## src/rtl/fifo_sync_param.sv

```systemverilog
// Parametrised single-clock FIFO with occupancy count, almost flags and error pulses.
// Define FIFO_FWFT_EN for first-word-fall-through output; default is a registered 1-cycle read.
module fifo_sync_param #(
    parameter  int DATA_W    = 8,
    parameter  int DEPTH     = 16,
    parameter  int AFULL_TH  = 12,
    parameter  int AEMPTY_TH = 2,
    localparam int ADDR_W    = $clog2(DEPTH)
) (
    input  logic              clk,
    input  logic              rst,
    input  logic              wr_en,
    input  logic [DATA_W-1:0] din,
    input  logic              rd_en,
    output logic [DATA_W-1:0] dout,
    output logic              full,
    output logic              empty,
    output logic              almost_full,
    output logic              almost_empty,
    output logic [ADDR_W:0]   count,
    output logic              overflow,
    output logic              underflow
);

    localparam logic [ADDR_W:0] FULL_CNT   = (ADDR_W+1)'(DEPTH);
    localparam logic [ADDR_W:0] AFULL_CNT  = (ADDR_W+1)'(AFULL_TH);
    localparam logic [ADDR_W:0] AEMPTY_CNT = (ADDR_W+1)'(AEMPTY_TH);

    logic [DATA_W-1:0] mem_q [DEPTH];
    logic [ADDR_W-1:0] wr_ptr_q, rd_ptr_q;
    logic [ADDR_W:0]   count_q, count_d;
    logic              overflow_q, underflow_q;
    logic              rd_acc, wr_acc;

    assign full         = (count_q == FULL_CNT);
    assign empty        = (count_q == '0);
    assign almost_full  = (count_q >= AFULL_CNT);
    assign almost_empty = (count_q <= AEMPTY_CNT);
    assign count        = count_q;
    assign overflow     = overflow_q;
    assign underflow    = underflow_q;

    // A write into a full FIFO is allowed only when a read frees a slot in the same cycle.
    always_comb begin
        rd_acc  = rd_en && !empty;
        wr_acc  = wr_en && (!full || rd_acc);
        count_d = count_q;
        case ({wr_acc, rd_acc})
            2'b10:   count_d = count_q + 1'b1;
            2'b01:   count_d = count_q - 1'b1;
            default: count_d = count_q;
        endcase
    end

    always_ff @(posedge clk) begin
        if (!rst) begin
            wr_ptr_q    <= '0;
            rd_ptr_q    <= '0;
            count_q     <= '0;
            overflow_q  <= 1'b0;
            underflow_q <= 1'b0;
        end else begin
            if (wr_acc) wr_ptr_q <= wr_ptr_q + 1'b1;
            if (rd_acc) rd_ptr_q <= rd_ptr_q + 1'b1;
            count_q     <= count_d;
            overflow_q  <= wr_en && !wr_acc;
            underflow_q <= rd_en && !rd_acc;
        end
    end

    // Storage is not reset, but a write in a reset cycle must not land.
    always_ff @(posedge clk) begin
        if (rst && wr_acc) mem_q[wr_ptr_q] <= din;
    end

`ifdef FIFO_FWFT_EN
    assign dout = mem_q[rd_ptr_q];
`else
    logic [DATA_W-1:0] dout_q;

    always_ff @(posedge clk) begin
        if (!rst)        dout_q <= '0;
        else if (rd_acc) dout_q <= mem_q[rd_ptr_q];
    end

    assign dout = dout_q;
`endif

endmodule

```

## config.mk

```make
export PLATFORM = sky130hd
export DESIGN_NAME = fifo_sync_param
export DESIGN_NICKNAME = d
export VERILOG_FILES = /design/src/rtl/fifo_sync_param.sv
export SDC_FILE = /design/constraint.sdc
export NUM_CORES = 1
export LEC_CHECK = 0
export CORE_MARGIN = 10
export CORE_UTILIZATION = 45
export DETAILED_ROUTE_END_ITERATION = 8
export GPL_ROUTABILITY_DRIVEN = 1
export GPL_TIMING_DRIVEN = 0
export HOLD_SLACK_MARGIN = 0.15
export PLACE_DENSITY = 0.67
export SLEW_MARGIN = 20
export SYNTH_ARGS = -nofsm -noshare
export SYNTH_HDL_FRONTEND = slang
export SYNTH_SLANG_ARGS = --single-unit
```

## constraint.sdc

```tcl
create_clock -name clk -period 3 [get_ports clk]
set_clock_uncertainty 0.1 [all_clocks]
set_input_delay 0.6 -clock clk [delete_from_list [all_inputs] [get_ports clk]]
set_output_delay 0.6 -clock clk [all_outputs]
set_load 0.005 [all_outputs]
```

Word level (Yosys, flattened, before mapping):

Memory sizes are Yosys's and may differ from the RTL's. A register that Yosys moved wholly into a read port is not among the register bits.
Cells that the tools add are included.

* bitwise logic cells: 0
* multiplexer cells: 3
* div/mod/pow operators: 0
* multipliers: 0
* reductions and logical operators: 13
* add/subtract/negate cells: 4
* shifts and indexed selects: 0
* eq/ne operators: 3
* magnitude comparators: 2

Operators with widths (count)
* 5-bit case mux with 2 select lines: 1
* 4-bit by 1-bit adder with 4-bit output, second input constant: 2
* 5-bit by 1-bit adder with 5-bit output, second input constant: 1
* 5-bit == test, second input constant: 1
* 5-bit by 4-bit >= comparator with 1-bit output, second input constant: 1
* 5-bit by 2-bit <= comparator with 1-bit output, second input constant: 1
* 1-bit logical AND: 5
* 1-bit zero test: 5
* 5-bit zero test: 1
* 5-bit by 1-bit subtractor with 5-bit output, second input constant: 1
* 2-bit by 1-bit == test with 1-bit output, second input constant: 1
* 2-bit == test, second input constant: 1
* 1-bit 2-to-1 mux: 2
* 2-bit nonzero test: 1
* 1-bit logical OR: 1

* ROM bits: 0
* register bits after elaboration: 15
* input port bits: 12
* RAM bits: 128
* memories: 1
* latch bits: 0
* logic and storage cells: 31
* output and inout bits: 19

Memory list
* mem_q: words 16, bits a word 8, read ports 1, clocked after Yosys merged registers in 1, write ports 1, line 29 `logic [DATA_W-1:0] mem_q [DEPTH];`

Longest topological paths before layout:

Gate-level depths: netlist of run 1.

* depth after elaboration: 8
* gate-level depth with buffers: 10

Worst setup path after synthesis of run 1:

Ideal clock, no wire load.

* kind: flip-flop to flip-flop
* start: register count_q[0] (netlist: count[0])
* end: register count_q[4] (netlist: count[4])
* cell stages (with the launch flop): 11
* path slack: 150 ps
* required time: 2828 ps
* data arrival time: 2679 ps
* period minus slack after synthesis: 2850 ps
* buffers on the path: 1
* path through: dfxtp_1 or4_1 buf_6 o21ai_4 inv_2 ha_1 fa_1 a21o_1 a21oi_1 mux2i_1 mux2i_1

* longest elaborated chain between the ends: 7

Ends and longest elaborated chain
* from (decl): line 31 `logic [ADDR_W:0] count_q, count_d;`
* from (signal assigned): line 65 `count_q <= count_d;`
* 5-bit zero test (*): line 36 `assign empty = (count_q == '0);`
* 1-bit zero test (*): line 45 `rd_acc = rd_en && !empty;`
* 1-bit logical AND (*): line 45
* via rd_acc: line 33 `logic rd_acc, wr_acc;`
* 1-bit logical OR: line 46 `wr_acc = wr_en && (!full || rd_acc);`
* 1-bit logical AND: line 46
* 2-bit by 1-bit == test with 1-bit output or 2-bit == test (tied branches): line 48 `case ({wr_acc, rd_acc})`
* 5-bit case mux with 2 select lines or 2-bit nonzero test (tied branches)

Mark *: on every way through the listed nets, which the timed path passes. The rest lies on a longest branch.
A chain may end at the register's enable or synchronous reset.

Worst setup path in the final report of run 1:

Ends and elaborated chain as after synthesis.

==> results of run 1 <==
flip-flops by register name (all words and copies together), names as in the netlist:
signal and cells:
dout 8, count 5, underflow 1, overflow 1, mem_q 128, wr_ptr_q 4, rd_ptr_q 4
routing by layer:
layer | global-route usage [%] | up-vias
met3 | 3.36 | 9
met2 | 22.0 | 118
met1 | 18.9 | 1615
met5 | 0 | -
met4 | 6.09 | 0
li1 | - | 1533
final cells by class:
cell class | count | share of cell area [%]
plain buffers | 19 | 1.40
multi-input cells | 193 | 23.0
clock buffers | 18 | 5.93
well taps | 176 | 3.04
flip-flops and latches | 151 | 59.5
inverters | 4 | 0.242
repair buffers | 30 | 4.15
clock inverters | 14 | 2.73
Yosys cell counts, types with 8 or more instances:
cell type	n	area share, %
edfxtp_1	128	64
mux2i_1	36	6.0
dfxtp_1	23	7.6
mux4_2	16	6.0
o22ai_1	16	1.7
nor2_1	15	0.93
nor3_1	14	1.2
nand2_1	13	0.81
a21oi_1	10	0.83
clkbuf_1	10	0.62
o21ai_0	10	0.83
ha_1	9	1.9
a22oi_1	8	0.99
repair_timing:
action / CTS / global route
endpoints found under the setup margin: 1 / 1
gates resized for setup: 2 / 5
hold endpoints to repair: 0 / 0
through the flow:
step | std cells | power, mW | setup slack (ps) | util [%]
after floorplan | 367 | 3.18 | 150 | -
after global placement | 573 | 3.66 | -280 | 49.8
after detailed placement | 573 | 3.69 | -273 | 50.0
after CTS | 605 | 5.91 | 3.13 | 54.7
after global routing | 605 | 6.16 | 62.3 | 54.9
final | 605 | 5.90 | 163 | 54.9
kinds of logic after synthesis:
family,share of synthesized area [%]
DFF,71.1
and+or+nand+nor,5.50
AOI/OAI and AO/OA,6.16
muxes,11.9
buffers and inverters,1.92
adders and majority gates,2.19
xor gates and xnor gates,1.16
power groups by stage:
stage,combinational (mW),clock (mW),sequential [mW]
final,1.16,2.23,2.51
after global routing,1.28,2.36,2.52
after CTS,1.15,2.26,2.50
after detailed placement,1.14,0,2.55
after global placement,1.12,0,2.54
after floorplan,0.657,0,2.52
worst max-delay path: stages, from the launching register on:
cell	delay [ps]
dfxtp_2	360
or4_1	540
buf_6	170
o21ai_4	170
inv_4	100
ha_4	190
fa_2	350
a21o_1	200
a21oi_2	150
mux2i_1	240
mux2i_1	190
final timing paths:
check | from | end | slack [ps] | depth (start not counted)
setup reg to reg | count[0]$_SDFFE_PN0P_ | count[4]$_SDFFE_PN0P_ | 160 | 10
hold / removal | count[3]$_SDFFE_PN0P_ | count[3]$_SDFFE_PN0P_ | 460 | 2
hold reg to reg | count[3]$_SDFFE_PN0P_ | count[3]$_SDFFE_PN0P_ | 460 | 2
setup / recovery | count[0]$_SDFFE_PN0P_ | count[4]$_SDFFE_PN0P_ | 160 | 10
==> summary.md, run 1 <==
| Metric | Value |
|---|---|
| Maximum vdd drop | `0.000436 V` |
| Iter 0 DRT Violations | `272` |
| Longest Clk Path Bufs | `2` |
| # diodes | `0` |
| P_sw | `1.52 mW` |
| Largest net degree at the start of global routing | `17` |
| Die area | `18500 um2` |
| DRC | `0` |
| Design Area, Final | `7240 um2` |
| Initial antenna violation count | `0` |
| Yosys warnings | `0` |
| Clock share of power | `37.8%` |
| Final setup fails | `0` |
| Crit path max fanout | `10` |
| Slew @ Worst Pin | `835 ps` |
| Critical setup path kind | `reg2reg` |
| Final Hold Fails | `0` |
| Share of power burned in registers | `42.5%` |
| Distinct cells, synth | `39` |
| Num CTS Buffers | `17` |
| Ys flop type | `edfxtp_1` |
| IO Pins | `31` |
| CTS tree | `built` |
| Top Layer Used | `met4` |
| Net Sw Frac | `25.8%` |
| Power Density | `814 nW/um2` |
| Routed len/inst | `21.0 um` |
| Worst skew pair latency | `420 ps` |
| Post-Route WL | `12700 um` |
| Post-DRT Antenna Nets | `0` |
| RSZ-0062 raised after global routing | `false` |
| Hpwl dp | `8260 um` |
| Startpoint types | `flop` |
| Req. time, crit path | `3250 ps` |
| Sequential cell area | `4310 um2` |
| Fin nets | `438` |
| Reg clk slew, reported paths | `60 ps` |
| Share of cells above drive strength 1 | `15.9%` |
| Post-CTS Hold Buffers | `0` |
| Core Region | `13200 um2` |
| Min-Delay Path Class | `reg2reg` |
| P_int | `4.37 mW` |
| Gr ovfl total | `0` |
| Via density | `5.41` |
| Fin crit period | `2840 ps` |
| Layout area overhead | `19.7%` |
| First drt pass iteration count | `5` |
| Logic gate share of total power | `19.6%` |
| Relative slew margins | `44.1%` |
| Post-synth net total | `389` |
| CP Capture Type | `flop` |
| Clock H-tree levels | `4` |
| Port bufs | `30` |
| Placed cell areas | `6590 um2` |
| WL met3 | `1040 um` |
| # Post-CTS Setup Buffers | `0` |
| RD Place Congestion | `0.771` |
| Post-synth EDFFs | `128` |
| Sinks on Clock Net | `151` |
| Root Buffer | `clkbuf_16` |
| Post-synthesis sequential area ratio | `71.1%` |
| Die Ht | `136 um` |
| Fin crit share | `94.6%` |
| FMAX | `0.352 GHz` |
| Slew Limit Fails | `0` |
| Static Leak | `2.31 nW` |
| Most frequent cells in the layout | `edfxtp_1, mux2i_1, clkdlybuf4s50_1` |
| Setup TNS | `0 ps` |
| #FFs+latches synth | `151` |
| Most common cell after layout, fill and taps aside | `edfxtp_1` |
| Chip Width | `136 um` |
| Mapped Cells | `367` |
| Vias in the first global route | `3358` |
| Cell area after synthesis | `6050 um2` |
| Maximum capacitance violations | `0` |
| Area used by multi-input combinational logic | `1670 um2` |
| Initial Util | `45.9%` |
| Core Rows | `42` |
| Metal2 WL | `6100 um` |
| Worst path arrival time | `3080 ps` |
| Final hold slack | `457 ps` |
| Fillers | `1021` |
| GRT Resource Usage Total | `14.2%` |
| Status | `complete, no violations` |
| Avg Cell Area, Syn | `16.5 um2` |
| First-pass GRT wire length | `19300 um` |
| Met1 WL | `5380 um` |
| Post-synthesis async set-or-reset flop share | `0%` |
| Via Count | `3275` |
No activity file was read; power rests on OpenSTA's default activity.
==> run 2: changes to the inputs <==
--- a/config.mk
+++ b/config.mk
@@ -5,6 +5,7 @@
 export SDC_FILE = /design/constraint.sdc
 export NUM_CORES = 1
 export LEC_CHECK = 0
+export CAP_MARGIN = 20
 export CORE_MARGIN = 10
 export CORE_UTILIZATION = 45
 export DETAILED_ROUTE_END_ITERATION = 8
==> results of run 2 <==
Final layout, timing and power as in run 1 (identical DEF).
